**src/rtl/seg7_pkg.sv**
```systemverilog
// ============================================================================
// seg7_pkg : shared constants and types for the seg7_scan display block.
// Rev 1.0  : initial release
// ============================================================================
`default_nettype none

package seg7_pkg;

  localparam logic [6:0] SEG_BLANK = 7'h7F;

  // Common-anode hex glyphs, active-low {g,f,e,d,c,b,a}; entry 0 is leftmost.
  localparam logic [0:15][6:0] SEG_TABLE = {
    7'h40, 7'h79, 7'h24, 7'h30, 7'h19, 7'h12, 7'h02, 7'h78,
    7'h00, 7'h10, 7'h08, 7'h03, 7'h46, 7'h21, 7'h06, 7'h0E
  };

  typedef enum logic [0:0] {
    IDLE = 1'b0,
    SCAN = 1'b1
  } state_t;

endpackage

`default_nettype wire

```
**src/rtl/seg7_hex_decode.sv**
```systemverilog
// ============================================================================
// seg7_hex_decode : combinational 4-bit hex to active-low 7-segment lookup.
// Rev 1.0  : initial release
// ============================================================================
`default_nettype none

module seg7_hex_decode
  import seg7_pkg::*;
(
  input  logic [3:0] hex,
  output logic [6:0] seg
);

  assign seg = SEG_TABLE[hex];

endmodule

`default_nettype wire

```
**src/rtl/seg7_scan.sv**
```systemverilog
// ============================================================================
// seg7_scan : frame-coherent multiplexed 7-segment driver with sticky overflow.
// Optional leading-zero blanking when SEG7_LZB_EN is defined.  Rev 1.0
// ============================================================================
`default_nettype none

module seg7_scan
  import seg7_pkg::*;
#(
  parameter int DIGITS   = 4,
  parameter int SCAN_DIV = 50000,
  parameter int DIV_W    = 16
) (
  input  logic                  CLK,
  input  logic                  MR,
  input  logic [4*DIGITS-1:0]   D_IN,
  input  logic                  CO_IN,
  input  logic                  CLR_OVF,
  output logic [6:0]            SEG,
  output logic                  DP,
  output logic [DIGITS-1:0]     AN,
  output logic                  OVF
);

  localparam int IDX_W = (DIGITS > 1) ? $clog2(DIGITS) : 1;
  localparam logic [IDX_W-1:0] IDX_TOP  = IDX_W'(DIGITS - 1);
  localparam logic [DIV_W-1:0] DIV_LAST = DIV_W'(SCAN_DIV - 1);

  state_t              state;
  logic [DIV_W-1:0]    presc;
  logic [IDX_W-1:0]    idx;
  logic [4*DIGITS-1:0] shadow;
  logic                tick;
  logic                last;
  logic [3:0]          digit;
  logic [6:0]          hex_seg;
  logic                blank_digit;
  logic [DIGITS-1:0]   an_next;

  assign tick  = (presc == DIV_LAST);
  assign last  = (idx == '0);
  assign digit = 4'(shadow >> {idx, 2'b00});

  always_comb begin
    an_next = '1;
    for (int i = 0; i < DIGITS; i++) begin
      an_next[i] = (idx != IDX_W'(i));
    end
  end

  seg7_hex_decode u_dec (
    .hex (digit),
    .seg (hex_seg)
  );

`ifdef SEG7_LZB_EN
  logic lz;

  assign blank_digit = lz && (digit == 4'd0) && !last;

  // A frame boundary re-arms blanking; any shown nonzero digit or digit 0 ends it.
  always_ff @(posedge CLK) begin
    if (MR) begin
      lz <= 1'b1;
    end else if (state == IDLE) begin
      lz <= 1'b1;
    end else if (tick && last) begin
      lz <= 1'b1;
    end else if ((digit != 4'd0) || last) begin
      lz <= 1'b0;
    end
  end
`else
  assign blank_digit = 1'b0;
`endif

  always_ff @(posedge CLK) begin
    if (MR) begin
      SEG    <= SEG_BLANK;
      DP     <= 1'b1;
      AN     <= '1;
      OVF    <= 1'b0;
      presc  <= '0;
      idx    <= IDX_TOP;
      shadow <= '0;
      state  <= IDLE;
    end else begin
      if (CO_IN) begin
        OVF <= 1'b1;
      end else if (CLR_OVF) begin
        OVF <= 1'b0;
      end

      case (state)
        IDLE: begin
          shadow <= D_IN;
          presc  <= '0;
          idx    <= IDX_TOP;
          SEG    <= SEG_BLANK;
          DP     <= 1'b1;
          AN     <= '1;
          state  <= SCAN;
        end
        SCAN: begin
          presc <= tick ? '0 : presc + 1'b1;
          if (tick) begin
            if (last) begin
              idx    <= IDX_TOP;
              shadow <= D_IN;
            end else begin
              idx <= idx - 1'b1;
            end
          end
          AN  <= an_next;
          SEG <= blank_digit ? SEG_BLANK : hex_seg;
          DP  <= last ? ~OVF : 1'b1;
        end
        default: state <= IDLE;
      endcase
    end
  end

endmodule

`default_nettype wire

```
**config.mk**
```make
export PLATFORM = sky130hd
export DESIGN_NAME = seg7_scan
export DESIGN_NICKNAME = d
export VERILOG_FILES = /design/src/rtl/seg7_pkg.sv /design/src/rtl/seg7_hex_decode.sv /design/src/rtl/seg7_scan.sv
export SDC_FILE = /design/constraint.sdc
export NUM_CORES = 1
export LEC_CHECK = 0
export BUFFER_PORTS_ARGS = -buffer_cell sky130_fd_sc_hd__buf_4
export CORE_UTILIZATION = 56
export DETAILED_ROUTE_END_ITERATION = 6
export PLACE_DENSITY = 0.85
export SYNTH_ARGS = -nofsm -noshare
export SYNTH_HDL_FRONTEND = slang
export SYNTH_SLANG_ARGS = --single-unit
```
**constraint.sdc**
```tcl
create_clock -name CLK -period 2.6 [get_ports CLK]
set_input_delay 0.26 -clock CLK [delete_from_list [all_inputs] [get_ports CLK]]
set_output_delay 0.26 -clock CLK [all_outputs]
set_load 0.01 [all_outputs]
```
==> impl_metrics.json, run 1 <==
{
  "clk_pin_slew_ns": 0.08,
  "die_h_um": 64.69,
  "setup_tns_ns": 0,
  "initial_utilization_pct": 59.23,
  "drt_iter0_drc": 87,
  "n_fill_cell": 307,
  "rsz0062_at_grt": "false",
  "cp_max_fo": 7,
  "setup_ws_ns": 0.4078,
  "syn_area_mm2": 0.002201,
  "num_antenna_cells": 0,
  "cts_max_level": 2,
  "clockBufferDepth": 2,
  "ys_ff_latch": 48,
  "num_rows": 22,
  "wirelength_mm": 3.730,
  "synthFlopType": "dfxtp_1",
  "timing.slew.headroom_pct": 41.24,
  "drc_errors": 0,
  "post-dp-hpwl_mm": 2.680,
  "ioPinCount": 33,
  "fp.dieW_um": 64.69,
  "syn-num-nets": 259,
  "ys_seq_area_share_pct": 43.66,
  "async_flop_share_pct": 0,
  "cp.arrival_ns": 2.36,
  "synth.avg_cell_area_um2": 9.653,
  "dp_slack_ns": 0.5264,
  "outcome": "finished clean",
  "grt_pass1_vias": 1444,
  "crit_type": "register to register",
  "hp-class": "input pin to register",
  "fmax_ghz": 0.4562,
  "routedWlPerCell_um": 12.19,
  "synthDistinctLibCells": 34,
  "cts_hold_buffers": 0,
  "routed_via_density": 5.314,
  "grt_antenna_before_repair": 0,
  "dieArea_mm2": 0.004185,
  "grt_use_total_pct": 19.87,
  "grt_max_degree": 35,
  "synth.most_common_cell": "dfxtp_1",
  "synth_edf_count": 0,
  "placed_area_mm2": 0.002435,
  "fin_crit_ns": 2.192,
  "synth_top_cells_by_area": "dfxtp_1 44%, nand2_1 7.8%, mux2i_1 7.7%",
  "power.leakage_nw": 1.096,
  "ir_drop_mv": 0.3408,
  "core_mm2": 0.003716,
  "max_cap_violations": 0,
  "cts_setup_buffers": 0,
  "yosysTopAreaCellShare_pct": 43.66,
  "cts-resized-gates": 0,
  "ctsRootBufferMaster": "clkbuf_8",
  "grt_pass1_wl_mm": 6.382,
  "drv_slew": 0,
  "nets": 288,
  "setup_viol": 0,
  "synth_common_cells": "48 x dfxtp_1, 46 x nand2_1, 17 x mux2i_1, 16 x nor2_1, 11 x ha_1",
  "drive_gt1_share_pct": 19.77,
  "cts_tree": "yes",
  "crit_path_start_kind": "register",
  "synth_top_cell_by_area": "dfxtp_1",
  "finalHoldViolations": 0,
  "syn_inst": 228,
  "ant_nets": 0,
  "insertion_delay_ns": 0.30,
  "vias": 1626,
  "hold_slack_ns": 0.1287,
  "yosys_warnings": 0,
  "worstMarginPinSlew_ns": 0.8814,
  "design_area_mm2": 0.002527,
  "gr-total-overflow": 0,
  "cp-end-kind": "register",
  "cts_made_buffers": 5,
  "skew_ns": 0.004149,
  "clock_sinks": 48,
  "place_congestion": 0.7646,
  "p_per_area_mw_per_mm2": 539.8,
  "drt_first_pass_iters": 4,
  "finalCritPeriodShare_pct": 84.32,
  "crit_required_ns": 2.77,
  "syn_to_final_growth_pct": 14.84,
  "port_buffers": 32
}
-- worst max-delay path, stage by stage, from the launching register on --
cell,delay [ns]
dfxtp_1,0.54
mux4_2,0.63
ha_1,0.26
nor2b_1,0.14
a2111oi_0,0.39
a31oi_1,0.09
-- path summary, 6_finish.rpt --
path	from	end	slack, ns	depth (start not counted)
min	MR	OVF	0.13	2
min reg2reg	OVF	DP	0.42	1
max	idx[0]	SEG[3]	0.41	5
max reg2reg	idx[0]	SEG[3]	0.41	5
-- stage by stage --
stage          total power [mW]  std cells  util, %
6_report                  1.364        306    68.01
5_1_grt                   1.435        306    68.01
4_1_cts                   1.375        306    68.01
3_5_place_dp             0.9296        298    65.52
3_3_place_gp             0.9258        298    65.52
2_1_floorplan            0.8803        228        -
-- layer usage --
metal | track usage, % | up-vias | routed length (µm) | part of all wire [%]
li1 | - | 833 | - | -
met4 | 7.500 | 0 | 47 | 1.3
met3 | 5.810 | 4 | 151 | 4.0
met1 | 24.37 | 752 | 1695 | 45
met2 | 32.76 | 37 | 1836 | 49
met5 | 0 | - | 0 | 0
-- layout by cell type (no fill, tap or decap), drive strengths merged, types with 2 or more instances in the layout --
| cell | count |
|---|---|
| or3 | 4 |
| xor2 | 8 |
| dfxtp | 48 |
| nand3 | 5 |
| buf | 34 |
| and3 | 5 |
| ha | 11 |
| mux4 | 4 |
| nor2 | 16 |
| o211ai | 2 |
| inv | 7 |
| o21ai | 7 |
| a21oi | 9 |
| nand2 | 46 |
| nor4b | 2 |
| nand4 | 6 |
| xnor2 | 4 |
| nor2b | 2 |
| mux2i | 17 |
| a31oi | 3 |
| clkinv | 3 |
| o221ai | 2 |
| clkbuf | 6 |
-- layout make-up --
type	count	area (µm²)	share of cell area, %
multi-input cells	160	1129	44.65
flip-flops and latches	48	960.9	38.02
repair buffers	34	255.2	10.10
clock buffers	6	82.58	3.267
well taps	48	60.06	2.376
inverters	8	30.03	1.188
clock inverters	2	10.01	0.3960
-- cell families after synthesis --
kind of cell / after synthesis / share of synthesized area (%)
compound gates: 25 / 6.708
xor+xnor: 12 / 4.775
fa+ha+maj: 11 / 6.253
buf+inv: 20 / 5.060
flops: 48 / 43.66
mux: 22 / 12.34
simple gates: 90 / 21.21
-- sequential cells by signal, summed over array words and instances (netlist names) --
name / flops
SEG: 7
OVF: 1
shadow: 16
AN: 4
idx: 2
DP: 1
state: 1
presc: 16
-- power breakdown --
group,switching [mW],internal [mW],total (mW)
Sequential,0.0120,0.762,0.774
Clock,0.239,0.212,0.452
Combinational,0.0690,0.0697,0.139
Total,0.321,1.04,1.36
(Power assumes the default switching activity.)
==> run 2: changes to the inputs <==
--- a/config.mk
+++ b/config.mk
@@ -6,9 +6,9 @@
 export NUM_CORES = 1
 export LEC_CHECK = 0
 export BUFFER_PORTS_ARGS = -buffer_cell sky130_fd_sc_hd__buf_4
-export CORE_UTILIZATION = 56
+export CORE_UTILIZATION = 50
 export DETAILED_ROUTE_END_ITERATION = 6
-export PLACE_DENSITY = 0.85
+export PLACE_DENSITY = 0.8
 export SYNTH_ARGS = -nofsm -noshare
 export SYNTH_HDL_FRONTEND = slang
 export SYNTH_SLANG_ARGS = --single-unit
==> constraint.sdc (replaced) <==
create_clock -name CLK -period 1.8 [get_ports CLK]
set_input_delay 0.18 -clock CLK [delete_from_list [all_inputs] [get_ports CLK]]
set_output_delay 0.18 -clock CLK [all_outputs]
set_load 0.01 [all_outputs]
==> impl_metrics.json, run 2 (synthesis gave the netlist of run 1 again) <==
{
  "outcome": "finished clean",
  "setup_viol": 0,
  "drc_errors": 0,
  "drive_gt1_share_pct": 25.83,
  "fin_crit_ns": 1.779,
  "routedWlPerCell_um": 12.64,
  "clock_sinks": 48,
  "final_common_cell": "dfxtp_1",
  "crit_path_start_kind": "register",
  "routed_via_density": 5.150,
  "power.leakage_nw": 1.162,
  "worstMarginPinSlew_ns": 0.3157,
  "hp-start": "MR",
  "max_cap_violations": 0,
  "cp.arrival_ns": 1.95,
  "gr-total-overflow": 0,
  "p_per_area_mw_per_mm2": 749.4,
  "r2r_start": "idx[0]",
  "holdPathEnd": "OVF",
  "num_antenna_cells": 0,
  "drt_iter0_drc": 94,
  "crit_start": "idx[0]",
  "rsz0062_at_grt": "true",
  "dp.cells": 311,
  "whs_path_depth": 2,
  "crit_required_ns": 1.97,
  "grt_pass1_vias": 1465,
  "core_mm2": 0.004115,
  "skew_ns": 0.006712,
  "cp-end-kind": "register",
  "final_cell_mix": "47 x dfxtp_1, 46 x nand2_1, 46 x buf_4",
  "p_clk_share_pct": 32.5,
  "place_congestion": 0.8612,
  "drt_first_pass_iters": 4,
  "num_rows": 23,
  "hp-class": "input pin to register",
  "grt_pass1_wl_mm": 6.610,
  "post-dp-hpwl_mm": 2.916,
  "die_h_um": 68.35,
  "setup_tns_ns": 0,
  "design_area_mm2": 0.002665,
  "ant_nets": 0,
  "fp.dieW_um": 68.35,
  "grt_antenna_before_repair": 0,
  "finalHoldViolations": 0,
  "cp_max_fo": 4,
  "ioPinCount": 33,
  "nets": 301,
  "cts_max_level": 2,
  "final_cells": 321,
  "ir_drop_mv": 0.4824,
  "switching_share_pct": 23.72,
  "top_regs": "presc (16), shadow (16), SEG (7)",
  "hold_slack_ns": 0.08223,
  "grt_use_total_pct": 19.50,
  "dieArea_mm2": 0.004671,
  "vias": 1653,
  "wirelength_mm": 4.057,
  "drv_slew": 0,
  "initial_utilization_pct": 53.48,
  "timing.slew.headroom_pct": 78.92,
  "r2r_end": "SEG[3]",
  "fmax_ghz": 0.5623,
  "insertion_delay_ns": 0.30,
  "r2r_setup_slack_ns": 0.02,
  "p_comb_share_pct": 11.5,
  "p_sw_uw": 473.8,
  "power.internal_mw": 1.523,
  "ctsRootBufferMaster": "clkbuf_8",
  "cts_tree": "yes",
  "placed_area_mm2": 0.002549,
  "seqPwrFrac_pct": 56.0,
  "reg2reg_depth": 4,
  "port_buffers": 32,
  "finalCritPeriodShare_pct": 98.81,
  "clockBufferDepth": 2,
  "crit_type": "register to register",
  "grt_max_degree": 34,
  "clk_pin_slew_ns": 0.08,
  "cts_made_buffers": 5,
  "syn_to_final_growth_pct": 21.09
}
run 2: worst max path at each step:
stage                   to  depth (start not counted)
floorplan           SEG[3]                          6
global placement    SEG[3]                          5
detailed placement  SEG[3]                          5
CTS                 SEG[0]                          5
global route        SEG[3]                          4
finish              SEG[3]                          4
run 2: routing by layer:
metal / GRT usage (%) / part of all wire (%) / vias up
met3: 5.000 / 4.4 / 6
met1: 26.31 / 49 / 740
li1: - / - / 861
met5: 0 / 0 / -
met4: 7.813 / 1.6 / 0
met2: 29.41 / 45 / 46
run 2: power groups by stage:
stage	clock network (mW)	logic (mW)	registers, mW
2_1_floorplan	0	0.128	1.15
3_3_place_gp	0	0.214	1.14
3_5_place_dp	0	0.220	1.14
4_1_cts	0.668	0.225	1.12
5_1_grt	0.714	0.251	1.12
6_report	0.650	0.229	1.12
run 2: timing repair:
item	in CTS	in global routing
gates resized for setup	4	1
pin swaps	0	3
cloned	0	0
buffers inserted	0	2
hold buffers	0	0
endpoints found under the setup margin	1	3
run 2: worst max-delay path, cell delays in order (launching register included):
cell	delay [ns]
dfxtp_4	0.38
mux4_2	0.58
ha_1	0.26
a2111oi_2	0.33
a31oi_1	0.10
run 2: through the flow:
step | power, mW | setup slack, ns | util [%]
floorplan | 1.273 | -0.0005111 | -
global placement | 1.358 | 0.05802 | 61.93
detailed placement | 1.364 | -0.03090 | 61.93
CTS | 2.012 | 0.007503 | 64.34
global route | 2.088 | -0.02913 | 64.76
finish | 1.997 | 0.02144 | 64.76
run 2: area by class of cell:
class	instances	area [µm²]
Clock buffer	6	82.58
Timing Repair Buffer	47	365.4
Fill cell	332	1450
Tap cell	50	62.56
Inverter	8	30.03
Multi-Input combinational cell	160	1150
Clock inverter	2	10.01
Sequential cell	48	964.7
==> run 3: changes to the inputs <==
--- a/config.mk
+++ b/config.mk
@@ -6,9 +6,9 @@
 export NUM_CORES = 1
 export LEC_CHECK = 0
 export BUFFER_PORTS_ARGS = -buffer_cell sky130_fd_sc_hd__buf_4
-export CORE_UTILIZATION = 50
+export CORE_UTILIZATION = 56
 export DETAILED_ROUTE_END_ITERATION = 6
-export PLACE_DENSITY = 0.8
+export PLACE_DENSITY = 0.85
 export SYNTH_ARGS = -nofsm -noshare
 export SYNTH_HDL_FRONTEND = slang
 export SYNTH_SLANG_ARGS = --single-unit
==> constraint.sdc (replaced) <==
create_clock -name CLK -period 1.65 [get_ports CLK]
set_input_delay 0.165 -clock CLK [delete_from_list [all_inputs] [get_ports CLK]]
set_output_delay 0.165 -clock CLK [all_outputs]
set_load 0.01 [all_outputs]
==> impl_metrics.json, run 3 (synthesis gave the netlist of run 1 again) <==
{
  "core_mm2": 0.003716,
  "drt_first_pass_iters": 4,
  "ff_latch_area_um2": 969.7,
  "fin_crit_ns": 1.773,
  "cp-end-kind": "register",
  "grt_use_total_pct": 25.95,
  "post-route-util_pct": 77.21,
  "setup_tns_ns": -0.3856,
  "r2r_setup_slack_ns": -0.12,
  "setup_ws_ns": -0.1226,
  "ctsRootBufferMaster": "clkbuf_8",
  "clockBufferDepth": 2,
  "p_per_area_mw_per_mm2": 824.4,
  "final_common_cell": "buf_4",
  "dieArea_mm2": 0.004185,
  "r2r_start": "idx[0]",
  "ant_nets": 0,
  "routed_via_density": 5.646,
  "drt_iter0_drc": 100,
  "fmax_ghz": 0.5642,
  "die_h_um": 64.69,
  "design_area_mm2": 0.002869,
  "n_fill_cell": 236,
  "setup_viol": 5,
  "ir_drop_mv": 0.5573,
  "max_stage_delay_ns": 0.58,
  "timing.slew.headroom_pct": 77.88,
  "placed_area_mm2": 0.002649,
  "syn_to_final_growth_pct": 30.36,
  "setup.worst_path.end": "SEG[3]",
  "routedWlPerCell_um": 16.35,
  "totalPowerFinal_mw": 2.365,
  "dp_slack_ns": -0.2442,
  "post-dp-hpwl_mm": 3.175,
  "rsz0062_at_grt": "true",
  "outcome": "finished with violations",
  "cp_slowest_cell": "mux4_2",
  "dp.cells": 321,
  "finalHoldViolations": 0,
  "cts_max_level": 2,
  "fp.dieW_um": 64.69,
  "grt_antenna_before_repair": 0,
  "reg2reg_depth": 5,
  "vias": 1880,
  "insertion_delay_ns": 0.31,
  "grt_pass1_wl_mm": 8.142,
  "wirelength_mm": 5.444,
  "grt_pass1_vias": 1785,
  "max_cap_violations": 0,
  "r2r_end": "SEG[3]",
  "num_antenna_cells": 0,
  "cts_made_buffers": 5,
  "place_congestion": 0.8444,
  "clk_pin_slew_ns": 0.09,
  "final_cell_mix": "55 x buf_4, 46 x nand2_1, 45 x dfxtp_1",
  "cts_hold_buffers": 0,
  "crit_required_ns": 1.84,
  "gr-total-overflow": 0,
  "final_cells": 333,
  "nets": 315,
  "grt_max_degree": 34,
  "hold_slack_ns": 0.03561,
  "drc_errors": 0,
  "path_cells": "mux4_2 -> ha_2 -> nor2b_1 -> a2111oi_2 -> a31oi_1",
  "top_regs": "presc (16), shadow (16), SEG (7)",
  "skew_ns": 0.008499,
  "initial_utilization_pct": 59.23,
  "crit_path_start_kind": "register",
  "crit_type": "register to register",
  "violations": "setup timing",
  "clock_sinks": 48,
  "cp_max_fo": 4,
  "worstMarginPinSlew_ns": 0.3311,
  "port_buffers": 32,
  "drv_slew": 0,
  "cp.arrival_ns": 1.96,
  "hp-class": "input pin to register",
  "crit_start": "idx[0]",
  "cts_tree": "yes",
  "finalCritPeriodShare_pct": 107.4,
  "power.leakage_nw": 1.242,
  "ioPinCount": 33,
  "drive_gt1_share_pct": 33.33,
  "multi_input_area_mm2": 0.001190,
  "num_rows": 22
}
## run 3: cell count changes in the layout (fill, tap and decap cells not counted), sizes merged
cell / delta
clkinv: -1
buf: +13
clkbuf: +1
bufinv: +1
## run 3: how the worst min path moves through the flow
stage	start	to	slack, ns	depth (start not counted)
after floorplan	MR	OVF	0.24	1
after CTS	MR	OVF	0.04	2
after global routing	MR	OVF	0.04	2
final	MR	OVF	0.04	2
after detailed placement	MR	OVF	0.36	2
after global placement	MR	OVF	0.35	2
## run 3: critical path: cells and delay by family, from the launching register on
family	cells	cell delay (ns)
flip-flops	1	0.39
adder cells (fa/ha/maj)	1	0.22
AND/OR/NAND/NOR	1	0.14
multiplexers	1	0.58
AO/OA/AOI/OAI	2	0.33
## run 3: power by group
part	internal (mW)	leakage [nW]	total, mW	switching, mW
logic	0.152	0.793	0.291	0.139
clock network	0.450	0.0552	0.849	0.399
registers	1.20	0.393	1.22	0.0273
## run 3: routing by layer
layer	track usage (%)	part of all wire, %	vias to the layer above	wire length [µm]
li1	-	-	889	-
met1	32.04	43	916	2318
met2	43.16	50	54	2743
met3	5.106	3.8	21	209
met4	12.50	3.2	0	172
met5	0	0	-	0
## run 3: area by class of cell
| type | count | area share, % |
|---|---|---|
| multi-input cells | 160 | 41.47 |
| flip-flops and latches | 48 | 33.80 |
| repair buffers | 61 | 17.84 |
| clock buffers | 6 | 2.529 |
| well taps | 48 | 2.093 |
| clock inverters | 2 | 1.221 |
| inverters | 8 | 1.047 |
## run 3: timing repair
action | in CTS | in global routing
gates resized for setup | 8 | 18
pin swaps | 1 | 4
setup buffers | 1 | 2
endpoints found under the setup margin | 21 | 22
cloned | 0 | 1
